## src/rtl/fifo_drain_control.sv

```systemverilog
// Read-side controller for the per-column weight FIFOs feeding the systolic array.
// Drains one tile per start request in flat or diagonally skewed order, with stall and empty gating.
module fifo_drain_control #(
    parameter int fifo_width = 16
) (
    input  logic                  clk,
    input  logic                  reset,
    input  logic                  active,
    input  logic                  stagger_load,
    input  logic                  stall,
    input  logic [fifo_width-1:0] fifo_empty,
    output logic [fifo_width-1:0] fifo_rd_en,
    output logic [fifo_width-1:0] data_valid,
    output logic                  busy,
    output logic                  done,
    output logic                  done_pulse
);

    localparam int COUNT_WIDTH = $clog2(2 * fifo_width);

    localparam logic [0:0] IDLE  = 1'b0;
    localparam logic [0:0] DRAIN = 1'b1;

    localparam logic [COUNT_WIDTH-1:0] FLAT_LAST    = COUNT_WIDTH'(fifo_width - 1);
    localparam logic [COUNT_WIDTH-1:0] STAGGER_LAST = COUNT_WIDTH'(2 * fifo_width - 2);

    logic [0:0]             started;
    logic [COUNT_WIDTH-1:0] count;
    logic                   stagger_latch;

    logic [fifo_width-1:0]  window;
    logic [COUNT_WIDTH-1:0] last;
    logic                   at_last;
    logic                   blocked;
    logic                   advance;
    logic [COUNT_WIDTH:0]   count_ext;

    assign count_ext = {1'b0, count};

    // Column i is in its read window for fifo_width consecutive steps, skewed by i when staggered.
    for (genvar i = 0; i < fifo_width; i++) begin : g_window
        localparam logic [COUNT_WIDTH:0] LO = (COUNT_WIDTH + 1)'(i);
        localparam logic [COUNT_WIDTH:0] HI = (COUNT_WIDTH + 1)'(i + fifo_width - 1);
        if (i == 0) begin : g_first
            assign window[i] = stagger_latch ? (count_ext <= HI) : (count <= FLAT_LAST);
        end else begin : g_rest
            assign window[i] = stagger_latch ? ((count_ext >= LO) && (count_ext <= HI))
                                             : (count <= FLAT_LAST);
        end
    end

    assign last    = stagger_latch ? STAGGER_LAST : FLAT_LAST;
    assign at_last = (count == last);

    // A single empty FIFO inside the window freezes every column so the diagonal skew survives.
    assign blocked    = |(window & fifo_empty);
    assign advance    = (started == DRAIN) & ~stall & ~blocked & ~reset;
    assign fifo_rd_en = advance ? window : '0;

    assign busy = (started == DRAIN);
    assign done = ~busy;

    always_ff @(posedge clk) begin
        if (reset) begin
            started       <= IDLE;
            count         <= '0;
            stagger_latch <= 1'b0;
            done_pulse    <= 1'b0;
            data_valid    <= '0;
        end else begin
            data_valid <= fifo_rd_en;
            done_pulse <= advance & at_last;
            if (started == IDLE) begin
                if (active) begin
                    started       <= DRAIN;
                    count         <= '0;
                    stagger_latch <= stagger_load;
                end
            end else if (advance) begin
                if (at_last) begin
                    started <= IDLE;
                    count   <= '0;
                end else begin
                    count <= count + 1'b1;
                end
            end
        end
    end

endmodule

```

## config.mk

```make
export PLATFORM = sky130hd
export DESIGN_NAME = fifo_drain_control
export DESIGN_NICKNAME = d
export VERILOG_FILES = /design/src/rtl/fifo_drain_control.sv
export SDC_FILE = /design/constraint.sdc
export NUM_CORES = 1
export LEC_CHECK = 0
export ABC_AREA = 1
export BUFFER_PORTS_ARGS = -buffer_cell sky130_fd_sc_hd__buf_4
export CORE_ASPECT_RATIO = 0.6
export CORE_MARGIN = 4
export CORE_UTILIZATION = 45
export CTS_CLUSTER_SIZE = 16
export DETAILED_ROUTE_END_ITERATION = 8
export PLACE_DENSITY_LB_ADDON = 0.12
export SYNTH_ARGS = -nofsm -noshare
export SYNTH_HDL_FRONTEND = slang
export SYNTH_SLANG_ARGS = --single-unit
export TNS_END_PERCENT = 10
```

## constraint.sdc

```tcl
create_clock -name clk -period 2.6 [get_ports clk]
set_input_delay 0.52 -clock clk [delete_from_list [all_inputs] [get_ports clk]]
set_output_delay 0.52 -clock clk [all_outputs]
set_load 0.1 [all_outputs]
```

==> results of run 1 <==
## timing repair
action	in CTS
endpoints found under the setup margin	16
gates cloned	2
pin swaps	12
buffers inserted	16
gates resized for setup	78
hold endpoints to repair	0
## through the flow
stage | instance area [um^2] | instances
2_1_floorplan | 1752 | 262
3_3_place_gp | 2550 | 404
3_5_place_dp | 2550 | 404
4_1_cts | 3095 | 426
## cell families after synthesis
| logic type | Yosys count | share of synthesized area, % |
|---|---|---|
| and+or+nand+nor | 172 | 47.47 |
| buffers and inverters | 35 | 10.13 |
| AOI/OAI and AO/OA | 27 | 8.861 |
| DFF | 24 | 30.38 |
| adders and majority gates | 4 | 3.165 |
==> impl_metrics.json, run 1 <==
{
  "outcome": "aborted with a tool error",
  "flow.stopped_at": "5_1_grt",
  "firstError": "[ERROR DPL-0038] Utilization greater than 100%, impossible to legalize",
  "routabilityCongestion": 0.9449,
  "synthArstFlopShare_pct": 0,
  "pre_cts_slack_ps": -332.1,
  "ys.warnings.count": 0,
  "cts_sinks": 24,
  "port_buffers": 55,
  "synth_top_area_share_pct": 30.38,
  "synth_top_cell_by_area": "dfxtp_1",
  "synth_area_leaders": "dfxtp_1, nand2_1, nor2_1",
  "syn_inst": 262,
  "start_util_pct": 47.59,
  "die_y_um": 53.92,
  "ios": 56,
  "synth_ff_type": "dfxtp_1",
  "h-tree-depth": 1,
  "synthDistinctLibCells": 24,
  "rows": 16,
  "ctsHoldBuffers": 0,
  "synth_edf_count": 0,
  "fp.dieW_um": 84.54,
  "worstEndpointType": "primary output",
  "cts_buffer_depth": 2,
  "syn_nets": 287,
  "grt-worst-endpoint": "fifo_rd_en[4]",
  "cts_root_buf": "clkbuf_8",
  "grt_max_degree": 15,
  "hpwlAfterDp_mm": 4.641,
  "ys_top_cells_by_count": "nand2_1, nor2_1, nand3_1, dfxtp_1, inv_1",
  "syn_area_per_cell_um2": 6.036,
  "synth_area_um2": 1582,
  "numCtsBuffers": 3,
  "synth_most_common_cell": "nand2_1",
  "ys_seq_area_share_pct": 30.38,
  "synth_seq_cells": 24
}
==> run 2, diff against run 1 <==
--- a/config.mk
+++ b/config.mk
@@ -7,12 +7,10 @@
 export LEC_CHECK = 0
 export ABC_AREA = 1
 export BUFFER_PORTS_ARGS = -buffer_cell sky130_fd_sc_hd__buf_4
-export CORE_ASPECT_RATIO = 0.6
 export CORE_MARGIN = 4
-export CORE_UTILIZATION = 45
-export CTS_CLUSTER_SIZE = 16
+export CORE_UTILIZATION = 40
 export DETAILED_ROUTE_END_ITERATION = 8
-export PLACE_DENSITY_LB_ADDON = 0.12
+export PLACE_DENSITY_LB_ADDON = 0.15
 export SYNTH_ARGS = -nofsm -noshare
 export SYNTH_HDL_FRONTEND = slang
 export SYNTH_SLANG_ARGS = --single-unit
==> constraint.sdc (replaced) <==
create_clock -name clk -period 3.4 [get_ports clk]
set_input_delay 0.68 -clock clk [delete_from_list [all_inputs] [get_ports clk]]
set_output_delay 0.68 -clock clk [all_outputs]
set_load 0.1 [all_outputs]
==> run 2 against run 1 <==
The flow now finishes without violations. Synthesized cell count stayed put. Synthesized area is the same.
==> impl_metrics.json, run 2 <==
{
  "ir_drop_uv": 228.9,
  "finClkSkew_ps": 6.787,
  "fill_cells": 328,
  "layout_commonest_cell": "nand2_1",
  "tightest_slew_ps": 598.5,
  "fin_setup_tns_ps": 0,
  "clock_latency_ps": 270,
  "power.density_nw_per_um2": 266.1,
  "cp.required_ps": 2720,
  "synth_area_um2": 1582,
  "die_area_um2": 5024,
  "fp.dieW_um": 70.88,
  "port_buffers": 55,
  "synth_edf_count": 0,
  "start_kind": "flop",
  "antenna_cells": 0,
  "hold_viol": 0,
  "antenna_found_initial": 0,
  "synth_seq_cells": 24,
  "vias": 1952,
  "syn_area_per_cell_um2": 6.036,
  "synth_ff_type": "dfxtp_1",
  "via_per_inst": 5.178,
  "cp_data_arrival_time_ps": 2660,
  "wl_met2_mm": 2.688,
  "regMostFlops": "data_valid",
  "grtUsageTotal_pct": 20.05,
  "rows": 22,
  "synth_top_area_share_pct": 30.38,
  "period_needed_ps": 3339,
  "start_util_pct": 42.25,
  "max_freq_mhz": 299.5,
  "min_path_type": "flop to flop",
  "drc": 0,
  "drive_above_1_share_pct": 34.04,
  "synth_area_leaders": "dfxtp_1, nand2_1, nor2_1",
  "grt_max_degree": 31,
  "wire_per_inst_um": 14.05,
  "max_cap_viol_count": 0,
  "synth_most_common_cell": "nand2_1",
  "hpwlAfterDp_mm": 3.995,
  "final_nets": 355,
  "slew_viol_final": 0,
  "syn_inst": 262,
  "overflow": 0,
  "firstDrtPassIters": 4,
  "cts_tree": "built",
  "h-tree-depth": 1,
  "layout_common_cells": "nand2_1, buf_4, nor2_1, nand3_1, dfxtp_1",
  "top_layer_used": "met4",
  "cts_buffer_depth": 2,
  "area_delta_synth_final_pct": 60.44,
  "worstSetupEndpointType": "output port",
  "ys.warnings.count": 0,
  "synth_compound_area_share_pct": 8.861,
  "largest_reg_flops": 16,
  "wl_met3_um": 337,
  "outcome": "complete, no violations",
  "first_global_vias": 1766,
  "synth_top_cell_by_area": "dfxtp_1",
  "cts_sinks": 24,
  "synth_mux_area_share_pct": 0,
  "core_area_um2": 3744,
  "ctsHoldBuffers": 0,
  "synth_top_family_by_area": "simple AND/OR/NAND/NOR gates",
  "grt_pass1_wl_mm": 8.211,
  "wirelength_mm": 5.295,
  "numCtsBuffers": 3,
  "synth-simple-area-share_pct": 47.47,
  "cts_root_buf": "clkbuf_8",
  "die_y_um": 70.88,
  "slowest_stage": "dfxtp_1",
  "drtIter0Drc": 156,
  "finalCritPeriodShare_pct": 98.21,
  "syn_nets": 287,
  "ys_seq_area_share_pct": 30.38,
  "m1WireLength_mm": 2.167,
  "ios": 56,
  "p_leak_nw": 1.289,
  "cpPeakStageDelay_ps": 360,
  "cp_max_fo": 8,
  "setup_viol": 0,
  "final_antenna_net_count": 0,
  "synthDistinctLibCells": 24,
  "slew_headroom_pct": 59.68,
  "worstPathCellList": "buf_4, inv_1, nand3_1, inv_1, o21ai_0, nand2_1, nand2_1, nand3_1, nand3_2, nor2_4, nand3_4, buf_12, nor2_4, buf_6",
  "routabilityCongestion": 0.8871,
  "synthArstFlopShare_pct": 0,
  "top_regs": "data_valid: 16 flops, count: 5 flops",
  "synth_xor_area_share_pct": 0,
  "path_clk_slew_ps": 80,
  "synthAdderAreaFrac_pct": 3.165,
  "whs_ps": 510.9,
  "critPathKind": "flop to output port",
  "ys_top_cells_by_count": "nand2_1, nor2_1, nand3_1, dfxtp_1, inv_1"
}
-- run 2: cell counts after synthesis --
Identical to the previous run, type by type.
-- run 2: worst paths after layout --
kind,startpoint,slack [ps],depth (start not counted),end
worst min register to register,busy,510,2,busy
worst min-delay path,busy,510,2,busy
worst max register to register,count[2],1020,14,data_valid[6]
worst max-delay path,count[2],60,14,fifo_rd_en[7]
-- run 2: timing repair --
| item | in CTS | in global routing |
|---|---|---|
| gates cloned | 0 | 2 |
| setup endpoints to repair | 15 | 16 |
| pin swaps | 0 | 1 |
| resized for setup | 16 | 30 |
| buffers inserted | 0 | 2 |
-- run 2: cell type report --
class	count	area (um^2)	share of cell area, %
Tap cell	48	60.06	2.367
Clock buffer	4	45.04	1.775
Multi-Input combinational cell	203	1110	43.74
Sequential cell	24	484.2	19.08
Timing Repair Buffer	75	748.2	29.49
Inverter	23	90.09	3.550
-- run 2: kinds of logic after synthesis --
kind of cell	Yosys count
AOI/OAI and AO/OA	27
adders and majority gates	4
buffers and inverters	35
DFF	24
and+or+nand+nor	172
-- run 2: worst max-delay path: cells and delay by family (launching register included) --
family                 cells  cell delay (ps)
AOI/OAI and AO/OA          1              110
DFF                        1              360
buffers and inverters      5              890
and+or+nand+nor            8             1040
-- run 2: per-layer routing --
metal | vias to the layer above | GRT usage, %
met2 | 63 | 33.06
met5 | - | 0
met4 | 0 | 6.889
li1 | 981 | -
met3 | 9 | 4.261
met1 | 899 | 25.88
-- run 2: through the flow --
step                      total power (W)  cell area (um^2)  cells  utilization, %  worst slack [ps]
after global placement          0.0004982              2248    369           60.06             292.6
after global routing            0.0007194              2537    377           67.78            -87.67
after floorplan                 0.0004377              1717    262               -             55.01
after detailed placement        0.0004979              2248    369           60.06             258.8
after CTS                       0.0006702              2354    373           62.87             3.064
final                           0.0006751              2537    377           67.78             60.82
-- run 2: where the power goes --
group          switching (W)  total, W  internal (W)  leakage (nW)
sequential        0.00000489  0.000291      0.000286         0.195
combinational       0.000140  0.000212     0.0000714          1.07
clock              0.0000882  0.000172     0.0000837        0.0228
total               0.000234  0.000675      0.000442          1.29
No activity file was read; power rests on OpenSTA's default activity.
==> run 3, diff against run 2 <==
--- a/config.mk
+++ b/config.mk
@@ -6,11 +6,14 @@
 export NUM_CORES = 1
 export LEC_CHECK = 0
 export ABC_AREA = 1
+export ABC_CLOCK_PERIOD_IN_PS = 3400
 export BUFFER_PORTS_ARGS = -buffer_cell sky130_fd_sc_hd__buf_4
 export CORE_MARGIN = 4
 export CORE_UTILIZATION = 40
 export DETAILED_ROUTE_END_ITERATION = 8
 export PLACE_DENSITY_LB_ADDON = 0.15
+export RECOVER_POWER = 100
+export SKIP_LAST_GASP = 1
 export SYNTH_ARGS = -nofsm -noshare
 export SYNTH_HDL_FRONTEND = slang
 export SYNTH_SLANG_ARGS = --single-unit
==> run 3 against run 2 <==
Design area is 3.0% lower. Setup slack better by 47 ps. Die area stayed put. Combinational power hardly changed. Global-route usage is 0.088 points lower. Sequential power hardly changed. Clock-buffer cell count stayed put. Clock power hardly changed. First-iteration DRC count is 32% lower. Critical path type unchanged.
==> impl_metrics.json, run 3 (same netlist as run 2, synthesis figures left out) <==
{
  "outcome": "complete, no violations",
  "min_path_type": "flop to flop",
  "fp.dieW_um": 70.88,
  "ctsHoldBuffers": 0,
  "antenna_found_initial": 0,
  "routabilityCongestion": 0.8871,
  "tightest_slew_ps": 1209,
  "final_nets": 355,
  "cts_root_buf": "clkbuf_8",
  "h-tree-depth": 1,
  "vias": 1948,
  "cts_tree": "built",
  "fill_cells": 347,
  "grtUsageTotal_pct": 19.96,
  "power.density_nw_per_um2": 272.5,
  "hold_viol": 0,
  "port_buffers": 55,
  "die_area_um2": 5024,
  "finish.utilization_pct": 65.74,
  "cp.required_ps": 2720,
  "grt_pass1_wl_mm": 8.183,
  "largest_reg_flops": 16,
  "slew_viol_final": 0,
  "p_total_w": 0.0006706,
  "finalWorstSetupSlack_ps": 107.9,
  "slew_headroom_pct": 19.74,
  "path_clk_slew_ps": 90,
  "layout_commonest_cell": "nand2_1",
  "p_leak_nw": 1.209,
  "rows": 22,
  "cts_sinks": 24,
  "start_kind": "flop",
  "max_cap_viol_count": 0,
  "ios": 56,
  "wirelength_mm": 5.190,
  "period_needed_ps": 3292,
  "hpwlAfterDp_mm": 3.995,
  "finalCritPeriodShare_pct": 96.83,
  "drtIter0Drc": 106,
  "regArea_um2": 480.5,
  "core_area_um2": 3744,
  "layout_common_cells": "nand2_1, nor2_1, buf_4, nand3_1, dfxtp_1",
  "cp_data_arrival_time_ps": 2610,
  "start_util_pct": 42.25,
  "antenna_cells": 0,
  "via_per_inst": 5.167,
  "die_y_um": 70.88,
  "pre_cts_slack_ps": 258.8,
  "worstSetupEndpointType": "output port",
  "drc": 0,
  "firstDrtPassIters": 4,
  "max_freq_mhz": 303.8,
  "finClkSkew_ps": 10.51,
  "area_delta_synth_final_pct": 55.62,
  "final_antenna_net_count": 0,
  "first_global_vias": 1761,
  "ir_drop_uv": 234.0,
  "clock_latency_ps": 270,
  "cp_max_fo": 7,
  "overflow": 0,
  "drive_above_1_share_pct": 27.96,
  "grt_max_degree": 31,
  "regMostFlops": "data_valid",
  "wire_per_inst_um": 13.77,
  "critPathKind": "flop to output port",
  "top_regs": "data_valid: 16 flops, count: 5 flops",
  "setup_viol": 0,
  "multi_input_area_um2": 1110,
  "place_area_um2": 2248,
  "cts_buffer_depth": 2,
  "final_cell_area_um2": 2461,
  "numCtsBuffers": 3
}
==> run 3: cell types whose count changed in the layout (fill, tap and decap cells not counted) <==
| cell | previous run | this run |
|---|---|---|
| clkbuf_1 | 1 | 20 |
| dfxtp_4 | 1 | 0 |
| buf_12 | 9 | 8 |
| dfxtp_1 | 23 | 24 |
| buf_4 | 56 | 37 |
| buf_6 | 6 | 5 |
| buf_8 | 2 | 4 |
==> run 3: cell type report <==
class                      count  area share (%)
clock buffer                   4           1.830
inverter                      23           3.660
multi-input combinational    203           45.09
sequential                    24           19.52
tap                           48           2.440
timing repair buffer          75           27.45
==> run 3: path summary, 6_finish.rpt <==
check	from	endpoint	slack (ps)	cells after the start
hold / removal	busy	busy	540	2
setup / recovery	count[2]	fifo_rd_en[9]	110	14
hold reg to reg	busy	busy	540	2
setup reg to reg	count[2]	data_valid[6]	1070	14
==> run 3: critical path, cell delays in order (launching register included) <==
cell and delay (ps):
dfxtp_1 360, buf_4 170, inv_1 160, nand3_1 190
inv_1 120, o21ai_0 100, nand2_1 130, nand2_1 90
nand3_1 90, nand3_2 100, nor2_4 160, nand3_4 150
clkbuf_16 220, nor2_4 90, buf_8 200
==> run 3: layer usage <==
metal / part of all wire (%) / vias up / GRT usage (%)
li1: - / 980 / -
met5: 0 / - / 0
met1: 40 / 879 / 25.97
met3: 8.1 / 9 / 4.119
met2: 50 / 80 / 33.57
met4: 2.0 / 0 / 5.219
==> run 3: power breakdown <==
group / leakage, nW / total, W / internal, W / switching, W
logic: 0.992 / 0.000209 / 0.0000696 / 0.000139
clock network: 0.0228 / 0.000171 / 0.0000837 / 0.0000869
registers: 0.195 / 0.000291 / 0.000287 / 0.00000487
total: 1.21 / 0.000671 / 0.000440 / 0.000231
==> run 3: repair_timing <==
action,CTS,global route
gates cloned,0,2
endpoints found under the setup margin,15,16
setup buffers,0,2
pin swaps,0,1
resized for setup,2,44
endpoints found under the hold margin,0,0
==> run 3: stage by stage <==
stage,cells,setup TNS [ps],hold slack [ps]
after floorplan,262,0,527.2
after global placement,369,0,494.2
after detailed placement,369,0,498.4
after CTS,373,-550.2,515.2
after global routing,377,-989.9,562.6
final,377,0,538.8
==> run 4, diff against run 3 <==
--- a/config.mk
+++ b/config.mk
@@ -8,7 +8,7 @@
 export ABC_AREA = 1
 export ABC_CLOCK_PERIOD_IN_PS = 3400
 export BUFFER_PORTS_ARGS = -buffer_cell sky130_fd_sc_hd__buf_4
-export CORE_MARGIN = 4
+export CORE_MARGIN = 3
 export CORE_UTILIZATION = 40
 export DETAILED_ROUTE_END_ITERATION = 8
 export PLACE_DENSITY_LB_ADDON = 0.15
==> run 4 against run 3 <==
Fmax increased by 0.90%. Sequential power about the same. Power increased by 1.4%. Largest power group unchanged. Highest routed layer unchanged.
==> impl_metrics.json, run 4 (same netlist as run 2, synthesis figures left out) <==
{
  "min_path_type": "flop to flop",
  "tightest_slew_ps": 1187,
  "start_util_pct": 42.25,
  "period_needed_ps": 3263,
  "via_per_inst": 5.282,
  "final_cell_area_um2": 2434,
  "cts_sinks": 24,
  "die_y_um": 68.88,
  "rsz0062_at_grt": "false",
  "cp_data_arrival_time_ps": 2580,
  "ir_drop_uv": 248.4,
  "wire_per_inst_um": 14.70,
  "cts_tree": "built",
  "fin_setup_tns_ps": 0,
  "drive_above_1_share_pct": 29.52,
  "grtUsageTotal_pct": 22.62,
  "antenna_cells": 0,
  "ios": 56,
  "crit_start": "count[0]",
  "ctsHoldBuffers": 0,
  "drc": 0,
  "slowest_stage": "dfxtp_1",
  "final_antenna_net_count": 0,
  "core_area_um2": 3744,
  "max_freq_mhz": 306.5,
  "first_global_vias": 1683,
  "cp.required_ps": 2720,
  "layout_commonest_cell": "nand2_1",
  "setup_viol": 0,
  "place_area_um2": 2226,
  "worstPathCellList": "ha_2, nand2_2, nor2_1, ha_1, inv_2, buf_6, nand3_1, a21oi_2, nand2_1, clkinv_1, nand3_2, nor2_4, nand3_4, clkbuf_16, nor2_4, buf_6",
  "hpwlAfterDp_mm": 3.851,
  "largest_reg_flops": 16,
  "min_from": "busy",
  "finalCritPeriodShare_pct": 95.96,
  "overflow": 0,
  "final_nets": 358,
  "routabilityCongestion": 0.9330,
  "max_cap_viol_count": 0,
  "dp_cells": 366,
  "firstDrtPassIters": 5,
  "critPathKind": "flop to output port",
  "worstSetupEndpointType": "output port",
  "cts_buffer_depth": 2,
  "power.density_nw_per_um2": 279.5,
  "vias": 2007,
  "layout_common_cells": "nand2_1, buf_4, nor2_1, nand3_1, dfxtp_1",
  "slew_viol_final": 0,
  "clock_latency_ps": 270,
  "fill_cells": 381,
  "port_buffers": 55,
  "cp_max_fo": 7,
  "area_delta_synth_final_pct": 53.88,
  "grt_pass1_wl_mm": 8.066,
  "start_kind": "flop",
  "h-tree-depth": 1,
  "worstReg2RegStart": "count[0]",
  "stdcell_count": 380,
  "fp.dieW_um": 68.88,
  "rows": 22,
  "finClkSkew_ps": 5.619,
  "antenna_found_initial": 0,
  "hold_viol": 0,
  "critical_path_buf_inv_count": 5,
  "cpPeakStageDelay_ps": 320,
  "drtIter0Drc": 201,
  "wirelength_mm": 5.585,
  "p_leak_nw": 1.207,
  "regMostFlops": "data_valid",
  "grt_max_degree": 16,
  "path_clk_slew_ps": 90,
  "cts_root_buf": "clkbuf_8",
  "die_area_um2": 4744,
  "slew_headroom_pct": 21.20,
  "top_regs": "data_valid: 16 flops, count: 5 flops",
  "numCtsBuffers": 3,
  "path_delay_family": "simple AND/OR/NAND/NOR gates",
  "outcome": "complete, no violations"
}
-- run 4: cell count changes in the layout (fill, tap and decap cells not counted), moves of 2 or more --
cell	change
buf_12	-6
buf_6	+8
nor2_2	+2
buf_8	-2
nor2_4	-2
dfxtp_1	-2
-- run 4: worst register-to-register path, stage by stage (launching register included) --
cell       delay [ps]
dfxtp_1           320
ha_2              190
nand2_2            80
nor2_1             40
ha_1              180
inv_2              90
buf_6             120
nand3_1            90
a21oi_2           170
nand2_1            70
clkinv_1           50
nand3_2            70
nor2_4            160
nand3_4           150
buf_4             170
bufbuf_16         270
nor2_1            120
-- run 4: final cells by class --
cell class              instances  area, um^2  area share (%)
clock buffers                   4       45.04           1.851
inverters                      23       90.09           3.702
multi-input cells             204        1115           45.81
flip-flops and latches         24       485.5           19.95
well taps                      48       60.06           2.468
repair buffers                 77       638.1           26.22
-- run 4: through the flow --
step	power, W	setup slack [ps]	util (%)	hold slack, ps
final	0.0006803	137.3	65.01	508.8
after detailed placement	0.0004964	157.7	59.46	495.7
after global routing	0.0007169	5.316	65.01	539.6
after global placement	0.0004967	194.2	59.46	494.2
after floorplan	0.0004377	55.01	-	527.2
after CTS	0.0006768	1.432	65.88	512.1
-- run 4: power breakdown --
group          total (W)  switching, W  internal (W)
logic           0.000212      0.000142     0.0000696
clock network   0.000175     0.0000910     0.0000837
registers       0.000294    0.00000705      0.000287
total           0.000680      0.000240      0.000440
-- run 4: timing repair --
item                                    4_1_cts  5_1_grt
cloned                                        2        1
resized for setup                            37       15
endpoints found under the setup margin       16       16
setup buffers                                 0        7
pin swaps                                     1        3
-- run 4: layer usage --
metal / up-vias / track usage, % / part of all wire (%)
met5: - / 0 / 0
met4: 0 / 4.380 / 1.2
met3: 8 / 4.376 / 8.2
met2: 97 / 37.98 / 50
met1: 905 / 30.16 / 40
li1: 997 / - / -
-- run 4: worst paths after layout --
kind                         to  slack, ps  cells past startpoint
hold / removal             busy        510                      2
setup / recovery  fifo_rd_en[2]        140                     16
hold reg to reg            busy        510                      2
setup reg to reg  data_valid[6]       1000                     16
